[src/rtl/sseg_scan_capture.sv]
// sseg_scan_capture: recovers the four digits shown on a multiplexed,
// active-low 7-segment display by watching its anode and segment lines.
// A digit is accepted once {an, sseg} has been stable for STABLE_CYCLES
// synchronized samples with exactly one anode low; accepted raw patterns
// are held per digit and decoded to hex.
// Optional feature macro: SSEG_CAPTURE_TIMEOUT_EN (scan-activity timeout).
`default_nettype none

module sseg_scan_capture #(
  parameter int STABLE_CYCLES = 4,
  parameter int TIMEOUT_BITS  = 20
) (
  input  logic       clk,
  input  logic       reset,
  input  logic [3:0] an,
  input  logic [6:0] sseg,
  output logic [6:0] digit0,
  output logic [6:0] digit1,
  output logic [6:0] digit2,
  output logic [6:0] digit3,
  output logic [3:0] code0,
  output logic [3:0] code1,
  output logic [3:0] code2,
  output logic [3:0] code3,
  output logic [3:0] known,
  output logic       frame_done,
  output logic       scan_active,
  output logic       scan_error
);

  localparam int               CNT_W   = $clog2(STABLE_CYCLES + 1);
  localparam logic [CNT_W-1:0] CNT_MAX = CNT_W'(STABLE_CYCLES);
  localparam logic [CNT_W-1:0] CNT_ONE = CNT_W'(1);
  localparam logic [3:0]       AN_IDLE = 4'b1111;
  localparam logic [6:0]       SEG_OFF = 7'b1111111;

  if (STABLE_CYCLES < 2 || STABLE_CYCLES > 255 || TIMEOUT_BITS < 2) begin : g_bad_param
    $error("sseg_scan_capture: STABLE_CYCLES must be 2..255, TIMEOUT_BITS >= 2");
  end

  // Segment pattern to {known, hex}; unmatched patterns give {0, 0}.
  function automatic logic [4:0] seg_decode(input logic [6:0] seg);
    logic [4:0] r;
    case (seg)
      7'b1000000: r = 5'h10;
      7'b1111001: r = 5'h11;
      7'b0100100: r = 5'h12;
      7'b0110000: r = 5'h13;
      7'b0011001: r = 5'h14;
      7'b0010010: r = 5'h15;
      7'b0000010: r = 5'h16;
      7'b1111000: r = 5'h17;
      7'b0000000: r = 5'h18;
      7'b0010000: r = 5'h19;
      7'b0001000: r = 5'h1A;
      7'b0000011: r = 5'h1B;
      7'b1000110: r = 5'h1C;
      7'b0100001: r = 5'h1D;
      7'b0000110: r = 5'h1E;
      7'b0001110: r = 5'h1F;
      default:    r = 5'h00;
    endcase
    return r;
  endfunction

  // Number of selected (low) anode lines.
  function automatic logic [2:0] an_low_count(input logic [3:0] a);
    return 3'(!a[0]) + 3'(!a[1]) + 3'(!a[2]) + 3'(!a[3]);
  endfunction

  // p0/p1: two-flop synchronizer; p2: previous synchronized sample.
  // Synchronizers clear to the idle/blank pattern so reset never looks
  // like a stable multi-digit selection.
  logic [3:0]       an_p0, an_p1, an_p2;
  logic [6:0]       sseg_p0, sseg_p1, sseg_p2;
  logic [CNT_W-1:0] stab_cnt;
  logic [CNT_W-1:0] stab_cnt_nxt;
  logic             settle;
  logic [3:0]       sel;
  logic             acc_vld;
  logic             err_vld;
  logic [3:0]       acc_mask;
  logic [3:0]       mask;
  logic [3:0]       mask_nxt;
  logic [6:0]       digit_q [4];

  // Synchronize inputs and keep the previous sample for change detection.
  always_ff @(posedge clk or posedge reset) begin
    if (reset) begin
      an_p0   <= AN_IDLE;
      an_p1   <= AN_IDLE;
      an_p2   <= AN_IDLE;
      sseg_p0 <= SEG_OFF;
      sseg_p1 <= SEG_OFF;
      sseg_p2 <= SEG_OFF;
    end else begin
      an_p0   <= an;
      an_p1   <= an_p0;
      an_p2   <= an_p1;
      sseg_p0 <= sseg;
      sseg_p1 <= sseg_p0;
      sseg_p2 <= sseg_p1;
    end
  end

  // Stability counting and classification of a freshly settled pattern.
  always_comb begin
    stab_cnt_nxt = CNT_ONE;
    if ({an_p1, sseg_p1} == {an_p2, sseg_p2})
      stab_cnt_nxt = (stab_cnt == CNT_MAX) ? CNT_MAX : stab_cnt + CNT_ONE;
    // Fires only on the transition into saturation: one event per dwell.
    settle   = (stab_cnt_nxt == CNT_MAX) && (stab_cnt != CNT_MAX);
    sel      = ~an_p1;
    acc_vld  = settle && (an_low_count(an_p1) == 3'd1);
    err_vld  = settle && (an_low_count(an_p1) >= 3'd2);
    acc_mask = acc_vld ? sel : 4'b0000;
    // A full mask is consumed by the frame_done pulse; an accept in that
    // same cycle starts the next frame.
    mask_nxt = (mask == 4'b1111) ? acc_mask : (mask | acc_mask);
  end

  // Stability counter, saturating at STABLE_CYCLES.
  always_ff @(posedge clk or posedge reset) begin
    if (reset) stab_cnt <= '0;
    else       stab_cnt <= stab_cnt_nxt;
  end

  // Per-digit raw pattern registers, loaded on accept.
  always_ff @(posedge clk or posedge reset) begin
    if (reset) begin
      for (int k = 0; k < 4; k++) digit_q[k] <= SEG_OFF;
    end else begin
      for (int k = 0; k < 4; k++)
        if (acc_mask[k]) digit_q[k] <= sseg_p1;
    end
  end

`ifdef SSEG_CAPTURE_TIMEOUT_EN
  localparam logic [TIMEOUT_BITS-1:0] TO_MAX = '1;
  logic [TIMEOUT_BITS-1:0] to_cnt;

  // Frame mask, event pulses and scan activity with inactivity timeout.
  always_ff @(posedge clk or posedge reset) begin
    if (reset) begin
      mask        <= 4'b0000;
      frame_done  <= 1'b0;
      scan_error  <= 1'b0;
      scan_active <= 1'b0;
      to_cnt      <= '0;
    end else begin
      frame_done <= (mask == 4'b1111);
      scan_error <= err_vld;
      mask       <= mask_nxt;
      if (acc_vld) begin
        to_cnt      <= '0;
        scan_active <= 1'b1;
      end else if (to_cnt != TO_MAX) begin
        to_cnt <= to_cnt + TIMEOUT_BITS'(1);
        // Counter reaches all-ones on this edge: scanning has stopped.
        if (to_cnt == TO_MAX - TIMEOUT_BITS'(1)) begin
          scan_active <= 1'b0;
          mask        <= 4'b0000;
        end
      end
    end
  end
`else
  // Frame mask, event pulses and sticky scan activity.
  always_ff @(posedge clk or posedge reset) begin
    if (reset) begin
      mask        <= 4'b0000;
      frame_done  <= 1'b0;
      scan_error  <= 1'b0;
      scan_active <= 1'b0;
    end else begin
      frame_done <= (mask == 4'b1111);
      scan_error <= err_vld;
      mask       <= mask_nxt;
      if (acc_vld) scan_active <= 1'b1;
    end
  end
`endif

  assign digit0 = digit_q[0];
  assign digit1 = digit_q[1];
  assign digit2 = digit_q[2];
  assign digit3 = digit_q[3];

  // Decoded view follows the digit registers combinationally.
  always_comb begin
    logic [4:0] d0, d1, d2, d3;
    d0 = seg_decode(digit_q[0]);
    d1 = seg_decode(digit_q[1]);
    d2 = seg_decode(digit_q[2]);
    d3 = seg_decode(digit_q[3]);
    code0 = d0[3:0];
    code1 = d1[3:0];
    code2 = d2[3:0];
    code3 = d3[3:0];
    known = {d3[4], d2[4], d1[4], d0[4]};
  end

endmodule

`default_nettype wire
[config.mk]
export PLATFORM = sky130hd
export DESIGN_NAME = sseg_scan_capture
export DESIGN_NICKNAME = d
export VERILOG_FILES = /design/src/rtl/sseg_scan_capture.sv
export SDC_FILE = /design/constraint.sdc
export NUM_CORES = 1
export LEC_CHECK = 0
export ABC_AREA = 1
export CAP_MARGIN = 20
export CORE_MARGIN = 2
export CORE_UTILIZATION = 44
export DETAILED_ROUTE_END_ITERATION = 16
export GPL_ROUTABILITY_DRIVEN = 0
export PLACE_DENSITY = 0.71
export SLEW_MARGIN = 10
export SYNTH_ARGS = -nofsm -noshare
export SYNTH_HDL_FRONTEND = slang
export SYNTH_SLANG_ARGS = --single-unit
[constraint.sdc]
create_clock -name clk -period 3.19 [get_ports clk]
set_input_delay 0.319 -clock clk [delete_from_list [all_inputs] [get_ports clk]]
set_output_delay 0.319 -clock clk [all_outputs]
set_load 0.05 [all_outputs]
# After elaboration in Yosys (flattened, before gate mapping)
# Index checks and enable logic that the tools add are counted.
# W data, S select, Z words.
classes:
  n_eq_ne: 66
  n_lt_le_gt_ge: 1
  n_reduce_logical: 11
  n_bitwise: 2
  mux: 8
  n_div: 0
  addsub: 4
  shift: 0
  multipliers: 0
ops:
  columns: ["op", "n"]
  rows:
  - ["$pmux W5 S16", 4]
  - ["$eq A7 B7 Y1 const B", 16]
  - ["$eq A7 B5 Y1 const B", 12]
  - ["$eq A7 B6 Y1 const B", 12]
  - ["$eq A7 B2 Y1 const B", 8]
  - ["$eq A7 B4 Y1 const B", 8]
  - ["$eq A7 B3 Y1 const B", 4]
  - ["$logic_not A7 Y1", 4]
  - ["$eq A11 B11 Y1", 1]
  - ["$mux W4", 2]
  - ["$eq A3 B3 Y1 const B", 2]
  - ["$mux W3", 2]
  - ["$eq A4 B4 Y1 const B", 1]
  - ["$logic_not A1 Y1", 4]
  - ["$not A4 Y4", 1]
  - ["$or A4 B4 Y4", 1]
  - ["$add A2 B1 Y3", 1]
  - ["$add A3 B1 Y3", 1]
  - ["$add A3 B1 Y3 const B", 1]
  - ["$eq A3 B1 Y1 const B", 1]
  - ["$ge A3 B2 Y1 const B", 1]
  - ["$logic_and A1 B1 Y1", 3]
  - ["$ne A3 B3 Y1 const B", 1]
  - ["$add A1 B1 Y2", 1]
word_totals:
  latchBits: 0
  inputBits: 13
  out_inout_bits: 51
  mem_bits_ro: 0
  elab_cells: 107
  ff_bits: 71
  mem_bits_rw: 0
  memories: 0

# Depth between registers and ports, before layout
# Gate-level depths: netlist of the first run.
depth:
  depth_word: 9
  depth_mapped: 11
  mapped_depth_nobuf: 10

# Worst setup path before layout of the first run
# No wires, ideal clock.
synth_timing:
  path_type: "reg-to-reg"
  start: "reg an_p1[1]"
  end: "reg digit_q (netlist bit digit3[0])"
  period_less_slack_ns: 2.635
  required_ns: 3.113
  path_stages_with_launch: 11
  path_buffers: 1
  setup_ns: 0.077
  setup_slack_ns: 0.555
  t_arrival_ns: 2.558
  cell_sequence: "dfstp_2 > fa_1 > inv_1 > ha_1 > inv_1 > ha_1 > nor3_1 > clkbuf_1 > nand3_1 > nand2_1 > nand2_1"
synth_via:
  elab_chain_len: 7
synth_rtl:
  columns: ["element", "line_no", "source"]
  rows:
  - ["start, declared", "74", "logic [3:0] an_p0, an_p1, an_p2;"]
  - ["start signal, assigned", "98", "an_p1 <= an_p0;"]
  - ["$logic_not A1 Y1", "68", "return 3'(!a[0]) + 3'(!a[1]) + 3'(!a[2]) + 3'(!a[3]);"]
  - ["$add A1 B1 Y2", "68", null]
  - ["$add A2 B1 Y3", "68", null]
  - ["$add A3 B1 Y3", "68", null]
  - ["$eq A3 B1 Y1", "114", "acc_vld = settle && (an_low_count(an_p1) == 3'd1);"]
  - ["$logic_and A1 B1 Y1 (*)", "114", null]
  - ["$mux W4 (*)", "116", "acc_mask = acc_vld ? sel : 4'b0000;"]
  - ["end signal, assigned by index", "134", "if (acc_mask[k]) digit_q[k] <= sseg_p1;"]
  - ["end, declared", "85", "logic [6:0] digit_q [4];"]
# Every way passes the cells marked *; elsewhere a longest branch is shown, timed or not.
# A chain may end at the register's enable or synchronous reset.

# Worst setup path after layout of the first run
layout_timing:
  start: "reg digit_q (netlist bit digit0[2])"
  end: "out known[0]"
layout_via:
  elab_chain_len: 2
layout_rtl:
  columns: ["element", "line_no", "source"]
  rows:
  - ["$eq A7 B4 Y1, or another cell as far along", "44", "case (seg)"]
  - ["$pmux W5 S16 (*)", "44", null]
  - ["end, declared", "25", "output logic [3:0] known,"]
# Marked as above.

==> run summary, run 1 <==
Status = completed
Post-Synthesis Cells = 466
Leakage = 0.00211 uW
Required @ worst endpoint = 2.87 ns
Row Count = 33
Capturing point of the worst reg2reg path = digit0[5]
Routed Antenna Nets = 0
Worst-Margin Slew = 0.735 ns
Layout cells sized above 1 = 15.2%
Synth Area per Inst = 8.01 sq um
Synth warnings = 0
Max Cap Viol = 0
Area leader, netlist = dfstp_2
Yosys reg bits = 71
Largest net degree at the start of global routing = 41
Tcrit/Tclk final = 93.6%
Achievable clock frequency = 335 MHz
Post-CTS Setup Bufs = 0
Endpoints failing setup = 0
Setup CP Type = reg -> out
Total Routed Length = 8310 um
PwrDens = 360 mW/mm^2
Hold worst-path end = an_p1[0]
Worst reg2reg path startpoint = an_p1[3]
Layout area overhead = 24.8%
Synth Cell Area = 0.00373 sq mm
Register area share after synthesis = 49.6%
Starting Density = 45.4%
Routed vias/inst = 5.34
Final hold vios = 0
Synth unique cells = 30
Pre-Repair DR Iteration Count = 5
Initial DRC count = 226
CTS tree = done
Total Power = 1680 uW
Worst Hold Depth = 0
Ports = 64
Diode count = 0
Chip width = 96.1 um
Min Clock Period, post-route = 2.99 ns
Filler cells = 759
TritonCTS buffer count = 9
Vias in the first global route = 3108
# port buffers = 63
Final worst setup slack = 0.204 ns
GRT Util Overall = 19.5%
Setup TNS Final = 0 ns
Die Ht = 96.1 um
Slew headroom = 50.6%
Worst-skew pair later-pin latency = 0.33 ns
Die area = 0.00924 sq mm
Synth top area share = 42.9%
Maximum fanout along the worst path = 5
Worst vdd ir = 367 uV
Fin nets = 555
Clk slew on worst S/H paths = 0.07 ns
Placement Setup Slack = 0.507 ns
Hold Startpoint = an_p0[0]
Multi-input logic area = 0.00157 sq mm
Startpoint types = flip-flop
Remaining routing DRC violations = 0
Antenna violations before repair = 0
Max-slew violation count = 0
Critical Path AT = 2.67 ns
Syn_nets = 485
Clk buf depth = 2
RSZ-0062 raised after global routing = false
CP Capture Type = primary output
HPWL after DPL = 6170 um
R2R cell count = 10
GRT overflow = 0
Clock tree sinks = 71
CTS H-tree depth = 3
Clock Skews = 0.00750 ns
FF+latch area = 0.00185 sq mm
CTS root buffer = clkbuf_8
Top cells by area, synth = dfstp_2 43%, nand2_1 13%, inv_1 7.0%
Global-route wire length before repair = 14000 um
Core area = 0.00822 sq mm
Reg-to-reg slack, setup = 0.52 ns
Via count = 3444
Wirelength per Cell = 12.9 um
Min-Delay Path Class = reg -> reg
-- how the worst max path moves through the flow --
stage	endpoint	cells past startpoint	slack [ns]	startpoint
2_1_floorplan	digit3[0]	10	0.56	an_p1[1]
3_3_place_gp	digit0[2]	10	0.62	an_p1[1]
3_5_place_dp	digit0[4]	10	0.51	an_p1[3]
4_1_cts	known[0]	8	0.22	digit0[2]
5_1_grt	known[0]	8	0.02	digit0[2]
6_report	known[0]	8	0.20	digit0[2]
-- synthesized netlist by cell type, drive strengths merged --
master	n
nor3	26
nor3b	3
and3	1
clkbuf	3
nand2	125
nor2	35
o2111ai	1
xor2	1
inv	73
and2	1
ha	5
nand4	43
a21oi	8
dfrtp	10
a31oi	1
fa	1
nand3b	3
dfstp	61
o21ai	14
nand3	27
nor4	13
o211ai	1
xnor2	3
buf	3
a211oi	2
a21o	2
-- power breakdown --
part | switching (uW) | leakage (uW) | internal (uW)
sequential | 20.1 | 0.000770 | 941
combinational | 64.4 | 0.00125 | 34.8
clock | 297 | 0.0000865 | 320
total | 382 | 0.00211 | 1300
-- layout by cell type (no fill, tap or decap), types with 2 or more instances in the layout --
cell,n
o21ai_0,14
nand3b_1,3
a211oi_1,2
inv_1,69
clkbuf_8,11
inv_2,4
nor2_1,34
clkdlybuf4s50_1,62
xnor2_1,3
nand4_1,42
nand3_1,27
nor3b_1,3
nor3_1,25
a21oi_1,8
ha_1,5
nor4_1,13
clkbuf_1,3
dfrtp_1,10
dfstp_2,61
a21o_1,2
nand2_1,125
-- cell type report --
cell class | instances | area share (%)
multi-input combinational | 316 | 33.8
clock inverter | 1 | 0.107
clock buffer | 14 | 3.49
tap | 105 | 2.82
timing repair buffer | 65 | 14.2
inverter | 73 | 5.88
sequential | 71 | 39.8
-- critical path, stage by stage (launching register included) --
cell	delay (ns)
dfstp_2	0.39
inv_1	0.12
nand2_1	0.14
nor3_1	0.37
nand4_1	0.19
o21ai_0	0.16
nor2_1	0.07
nand4_1	0.09
clkdlybuf4s50_1	0.80
-- per-stage QoR --
stage / cells / area, sq um / hold WS, ns / util, %
finish: 645 / 4660 / 0.355 / 56.7
global route: 645 / 4660 / 0.357 / 56.7
CTS: 645 / 4660 / 0.357 / 56.7
detailed placement: 630 / 4490 / 0.347 / 54.6
global placement: 630 / 4490 / 0.346 / 54.6
floorplan: 466 / 3730 / 0.323 / -
-- registers in the layout, summed over array words and instances, names as in the netlist, 7 cells and up --
register  count
sseg_p2       7
sseg_p1       7
digit3        7
sseg_p0       7
digit1        7
digit2        7
digit0        7
-- per-layer routing --
layer  up-vias  global-route usage, %  part of all wire (%)
li1       1694                      -                     -
met1      1623                   26.0                    45
met2       112                   30.8                    48
met3        15                   3.76                   5.5
met4         0                   8.57                   1.5
met5         -                      0                     0
-- what timing repair did --
| action | 4_1_cts | 5_1_grt |
|---|---|---|
| hold buffers | 0 | 0 |
| setup endpoints to repair | 0 | 1 |
| resized for setup | 0 | 1 |
-- kinds of logic after synthesis --
kind of cell	Yosys count	share of synthesized area, %
AOI/OAI and AO/OA	29	4.36
xor gates and xnor gates	4	0.939
adders and majority gates	6	2.21
buffers and inverters	79	8.38
DFF	71	49.6
and+or+nand+nor	277	34.5
Power figures use the tool's default switching activity.
==> inputs of run 2 (changes only) <==
--- a/config.mk
+++ b/config.mk
@@ -11,7 +11,7 @@
 export CORE_UTILIZATION = 44
 export DETAILED_ROUTE_END_ITERATION = 16
 export GPL_ROUTABILITY_DRIVEN = 0
-export PLACE_DENSITY = 0.71
+export PLACE_DENSITY = 0.68
 export SLEW_MARGIN = 10
 export SYNTH_ARGS = -nofsm -noshare
 export SYNTH_HDL_FRONTEND = slang
==> run 2 against run 1 <==
Compared with the run above: non-clock buffer count is 2 higher; final cell count grew 0.47%; sequential share of layout area is 0.28 points lower; global-route usage fell by 0.67 points; setup slack got worse by 0.079 ns; register-to-register slack better by 0.04 ns; sequential power about the same; critical path type unchanged.
==> run summary, run 2 (same netlist as run 1, synthesis figures left out) <==
Routed vias/inst = 5.19
Ports = 64
Diode count = 0
CP Capture Type = primary output
Clk buf depth = 2
Largest net degree at the start of global routing = 46
Total Routed Length = 7970 um
# port buffers = 63
Logic pwr share = 5.4%
Tcrit/Tclk final = 96.1%
Die Ht = 96.1 um
Die area = 0.00924 sq mm
Antenna violations before repair = 0
Hold bufs inserted after CTS = 0
P_sw = 404 uW
Worst-Margin Slew = 0.748 ns
Achievable clock frequency = 326 MHz
Endpoints failing setup = 0
Post-CTS Setup Bufs = 0
Vias in the first global route = 3100
GR Util met2 = 30.3%
Setup CP Type = reg -> out
Filler cells = 731
Clock tree sinks = 71
GRT overflow = 0
Global-route wire length before repair = 13600 um
Worst Setup SP = digit0[2]
Internal Power = 1360 uW
Slew headroom = 49.7%
Row Count = 33
Switching Fraction = 22.9%
Max incr delay on CP = 0.80 ns
Slowest CP cell = clkdlybuf4s50_1
Layout area overhead = 25.7%
Commonest non-fill, non-tap cells in the layout = 125 x nand2_1, 69 x inv_1, 63 x clkdlybuf4s50_1
Leakage = 0.00211 uW
Gr busiest metal = met2
Clk slew on worst S/H paths = 0.07 ns
Clk pwr share = 40.0%
Post-CTS Resized = 0
CTS H-tree depth = 3
Grt met3 use = 2.51%
Layout cells sized above 1 = 16.0%
Max Cap Viol = 0
Core area = 0.00822 sq mm
Min Clock Period, post-route = 3.07 ns
Critical Path AT = 2.75 ns
Reg power frac = 54.5%
HPWL after DPL = 6060 um
Remaining routing DRC violations = 0
Via count = 3362
RSZ-0062 raised after global routing = false
Wirelength per Cell = 12.3 um
Maximum fanout along the worst path = 5
Most frequent CP cell = nand4_1
GRT Util Overall = 18.8%
Max-slew violation count = 0
Min-Delay Path Class = in -> async
Met1 layer usage reported by global route = 25.3%
PwrDens = 375 mW/mm^2
Status = completed
Worst-skew pair later-pin latency = 0.35 ns
TritonCTS buffer count = 9
Setup TNS Final = 0 ns
Initial DRC count = 193
Placement Setup Slack = 0.568 ns
CTS root buffer = clkbuf_8
Pre-Repair DR Iteration Count = 5
Worst reg2reg path startpoint = an_p1[3]
Chip width = 96.1 um
CTS tree = done
Startpoint types = flip-flop
Clock Skews = 0.00732 ns
Commonest non-fill, non-tap cell in the layout = nand2_1
Final hold vios = 0
Routed Antenna Nets = 0
Final worst setup slack = 0.125 ns
Starting Density = 45.4%
Critical-path cell list = inv_1 > nand2_1 > nor3_1 > nand4_1 > o21ai_0 > nor2_1 > nand4_1 > clkdlybuf4s50_1
Fin nets = 557
Worst vdd ir = 318 uV
Required @ worst endpoint = 2.87 ns
-- run 2: changes by cell type in the layout (fill, tap and decap cells not counted), sizes merged --
cell,change
clkdlybuf4s50,+1
clkinv,+1
dlymetal6s2s,-1
clkinvlp,+2
clkbuf,-3
buf,+2
bufinv,+1
-- run 2: path summary, 6_finish.rpt --
check | slack (ns) | endpoint | depth (start not counted)
worst min register to register | 0.35 | sseg_p1[1] | 0
worst max-delay path | 0.12 | known[0] | 8
worst min-delay path | 0.34 | mask[3] | 3
min in group clk | 0.35 | sseg_p1[1] | 0
worst max register to register | 0.56 | mask[0] | 9
max in group asynchronous | 2.39 | digit2[5] | 3
-- run 2: power by group through the flow --
stage	clock, uW	sequential (uW)	combinational (uW)
after detailed placement	0	975	97.1
after floorplan	0	967	63.5
after global placement	0	974	93.8
final	705	961	95.6
after global routing	773	964	112
after CTS	730	961	97.1
-- run 2: metal layers --
metal,share of wire [%],vias up
li1,-,1703
met1,46,1538
met2,48,107
met3,4.6,14
met4,1.9,0
met5,0,-
-- run 2: worst max-delay path, delay by kind of cell (launching register included) --
kind / cells / cell delay [ns]
AND/OR/NAND/NOR: 5 / 0.91
buffers and inverters: 2 / 0.92
AO/OA/AOI/OAI: 1 / 0.18
flip-flops: 1 / 0.39
-- run 2: cell type report --
cell class	instances	area [sq um]	area share [%]
multi-input combinational	316	1570	33.5
sequential	71	1850	39.5
clock inverter	5	58.8	1.25
timing repair buffer	67	661	14.1
clock buffer	11	141	3.01
inverter	73	274	5.84
tap	105	131	2.80
-- run 2: stage by stage --
stage | power (uW) | instances | util (%) | instance area [sq um] | hold slack [ns]
2_1_floorplan | 1030 | 466 | - | 3730 | 0.323
3_3_place_gp | 1070 | 632 | 54.7 | 4490 | 0.346
3_5_place_dp | 1070 | 632 | 54.7 | 4490 | 0.347
4_1_cts | 1790 | 648 | 57.1 | 4690 | 0.338
5_1_grt | 1850 | 648 | 57.1 | 4690 | 0.356
6_report | 1760 | 648 | 57.1 | 4690 | 0.344
==> inputs of run 3 (changes only) <==
--- a/config.mk
+++ b/config.mk
@@ -12,6 +12,8 @@
 export DETAILED_ROUTE_END_ITERATION = 16
 export GPL_ROUTABILITY_DRIVEN = 0
 export PLACE_DENSITY = 0.68
+export RECOVER_POWER = 25
+export SKIP_CTS_REPAIR_TIMING = 1
 export SLEW_MARGIN = 10
 export SYNTH_ARGS = -nofsm -noshare
 export SYNTH_HDL_FRONTEND = slang
==> run 3 against run 2 <==
Compared with the run above: global-route usage did not move; critical path depth did not move; clock-buffer cell count did not move; sequential share of layout area barely moved; maximum frequency barely moved; die area did not move; total power fell by 0.24%; sequential power barely moved; wire length barely moved; utilization barely moved; non-clock buffer count did not move; design area barely moved; largest cell class unchanged.
==> run summary, run 3 (same netlist as run 1, synthesis figures left out) <==
Status = completed
Most frequent CP cell = nand4_1
Worst Setup SP = digit0[2]
Worst-skew pair later-pin latency = 0.35 ns
Worst-Margin Slew = 1.29 ns
Reg power frac = 54.6%
GR Util met2 = 30.3%
Achievable clock frequency = 326 MHz
Logic pwr share = 5.2%
Pre-Repair DR Iteration Count = 7
Leakage = 0.00210 uW
CTS H-tree depth = 3
Endpoints failing setup = 0
Capturing point of the worst reg2reg path = mask[0]
Switching Fraction = 23.0%
Filler cells = 731
Row Count = 33
Commonest non-fill, non-tap cell in the layout = nand2_1
P_sw = 405 uW
Min-Delay Path Class = reg -> reg
Commonest non-fill, non-tap cells in the layout = 125 x nand2_1, 69 x inv_1, 57 x dfstp_2
Layout cells sized above 1 = 14.9%
Layout area overhead = 25.6%
Setup TNS Final = 0 ns
Critical-path cell list = inv_1 > nand2_1 > nor3_1 > nand4_1 > o21ai_0 > nor2_1 > nand4_1 > clkdlybuf4s50_1
Vias in the first global route = 3100
Initial DRC count = 196
Grt met3 use = 2.51%
Antenna violations before repair = 0
Die Ht = 96.1 um
Chip width = 96.1 um
Critical path endpoint = known[0]
Core area = 0.00822 sq mm
Worst vdd ir = 317 uV
Remaining routing DRC violations = 0
R2R cell count = 9
Worst reg2reg path startpoint = an_p1[3]
Required @ worst endpoint = 2.87 ns
Non-filler instance count after layout = 648
Internal Power = 1350 uW
Startpoint types = flip-flop
Routed Antenna Nets = 0
Max Cap Viol = 0
Diode count = 0
Setup CP Type = reg -> out
Total Routed Length = 7970 um
Clock tree sinks = 71
Final hold vios = 0
RSZ-0062 raised after global routing = false
CTS root buffer = clkbuf_8
Inst Count DP = 632
Max-slew violation count = 0
HPWL after DPL = 6060 um
Clk buf depth = 2
Ports = 64
Global-route wire length before repair = 13600 um
Met1 layer usage reported by global route = 25.3%
Slew headroom = 13.9%
PwrDens = 375 mW/mm^2
Min Clock Period, post-route = 3.07 ns
Routed vias/inst = 5.19
Largest net degree at the start of global routing = 46
TritonCTS buffer count = 9
Reg-to-reg slack, setup = 0.52 ns
Placed Instance Area = 0.00449 sq mm
Max incr delay on CP = 0.80 ns
GRT overflow = 0
# port buffers = 63
GRT Util Overall = 18.8%
Fin nets = 557
Tcrit/Tclk final = 96.1%
CP Capture Type = primary output
Clock Skews = 0.00712 ns
Starting Density = 45.4%
Gr busiest metal = met2
Post-route design area = 0.00469 sq mm
Clk pwr share = 40.2%
Slowest CP cell = clkdlybuf4s50_1
Maximum fanout along the worst path = 5
Via count = 3364
CTS tree = done
Die area = 0.00924 sq mm
Critical Path AT = 2.75 ns
Wirelength per Cell = 12.3 um
Clk slew on worst S/H paths = 0.07 ns
-- run 3: metal layers --
metal	vias to the layer above	wire, um
met5	-	0
li1	1702	-
met1	1530	3650
met3	14	388
met2	118	3780
met4	0	153
-- run 3: how the worst min path moves through the flow --
stage,end,start,cells after the start
after global routing,sseg_p1[5],sseg_p0[5],0
after CTS,frame_done,reset,3
after detailed placement,an_p1[0],an_p0[0],0
final,sseg_p1[1],sseg_p0[1],0
after floorplan,an_p0[0],an[0],0
after global placement,sseg_p1[5],sseg_p0[5],0
-- run 3: per-stage QoR --
step	util (%)	hold slack, ns	total power (uW)	setup WS [ns]
after floorplan	-	0.323	1030	0.555
after global routing	57.1	0.356	1840	0.0756
after CTS	57.1	0.338	1790	0.200
after detailed placement	54.7	0.347	1070	0.568
final	57.1	0.353	1760	0.123
after global placement	54.7	0.346	1070	0.642
-- run 3: final cells by class --
| type | instances | area [sq um] | area share, % |
|---|---|---|---|
| Sequential cell | 71 | 1850 | 39.5 |
| Tap cell | 105 | 131 | 2.80 |
| Timing Repair Buffer | 67 | 657 | 14.0 |
| Inverter | 73 | 274 | 5.84 |
| Clock inverter | 5 | 58.8 | 1.25 |
| Clock buffer | 11 | 141 | 3.02 |
| Multi-Input combinational cell | 316 | 1570 | 33.5 |
-- run 3: critical path, delay by kind of cell (launching register included) --
| family | cells | cell delay, ns |
|---|---|---|
| buffers and inverters | 2 | 0.92 |
| AO/OA/AOI/OAI | 1 | 0.18 |
| flip-flops | 1 | 0.39 |
| AND/OR/NAND/NOR | 5 | 0.92 |
-- run 3: power groups by stage --
stage	Clock, uW	Combinational (uW)	Sequential (uW)
floorplan	0	63.5	967
global placement	0	93.8	974
detailed placement	0	97.1	975
CTS	730	97.1	961
global route	773	108	962
finish	706	91.9	959
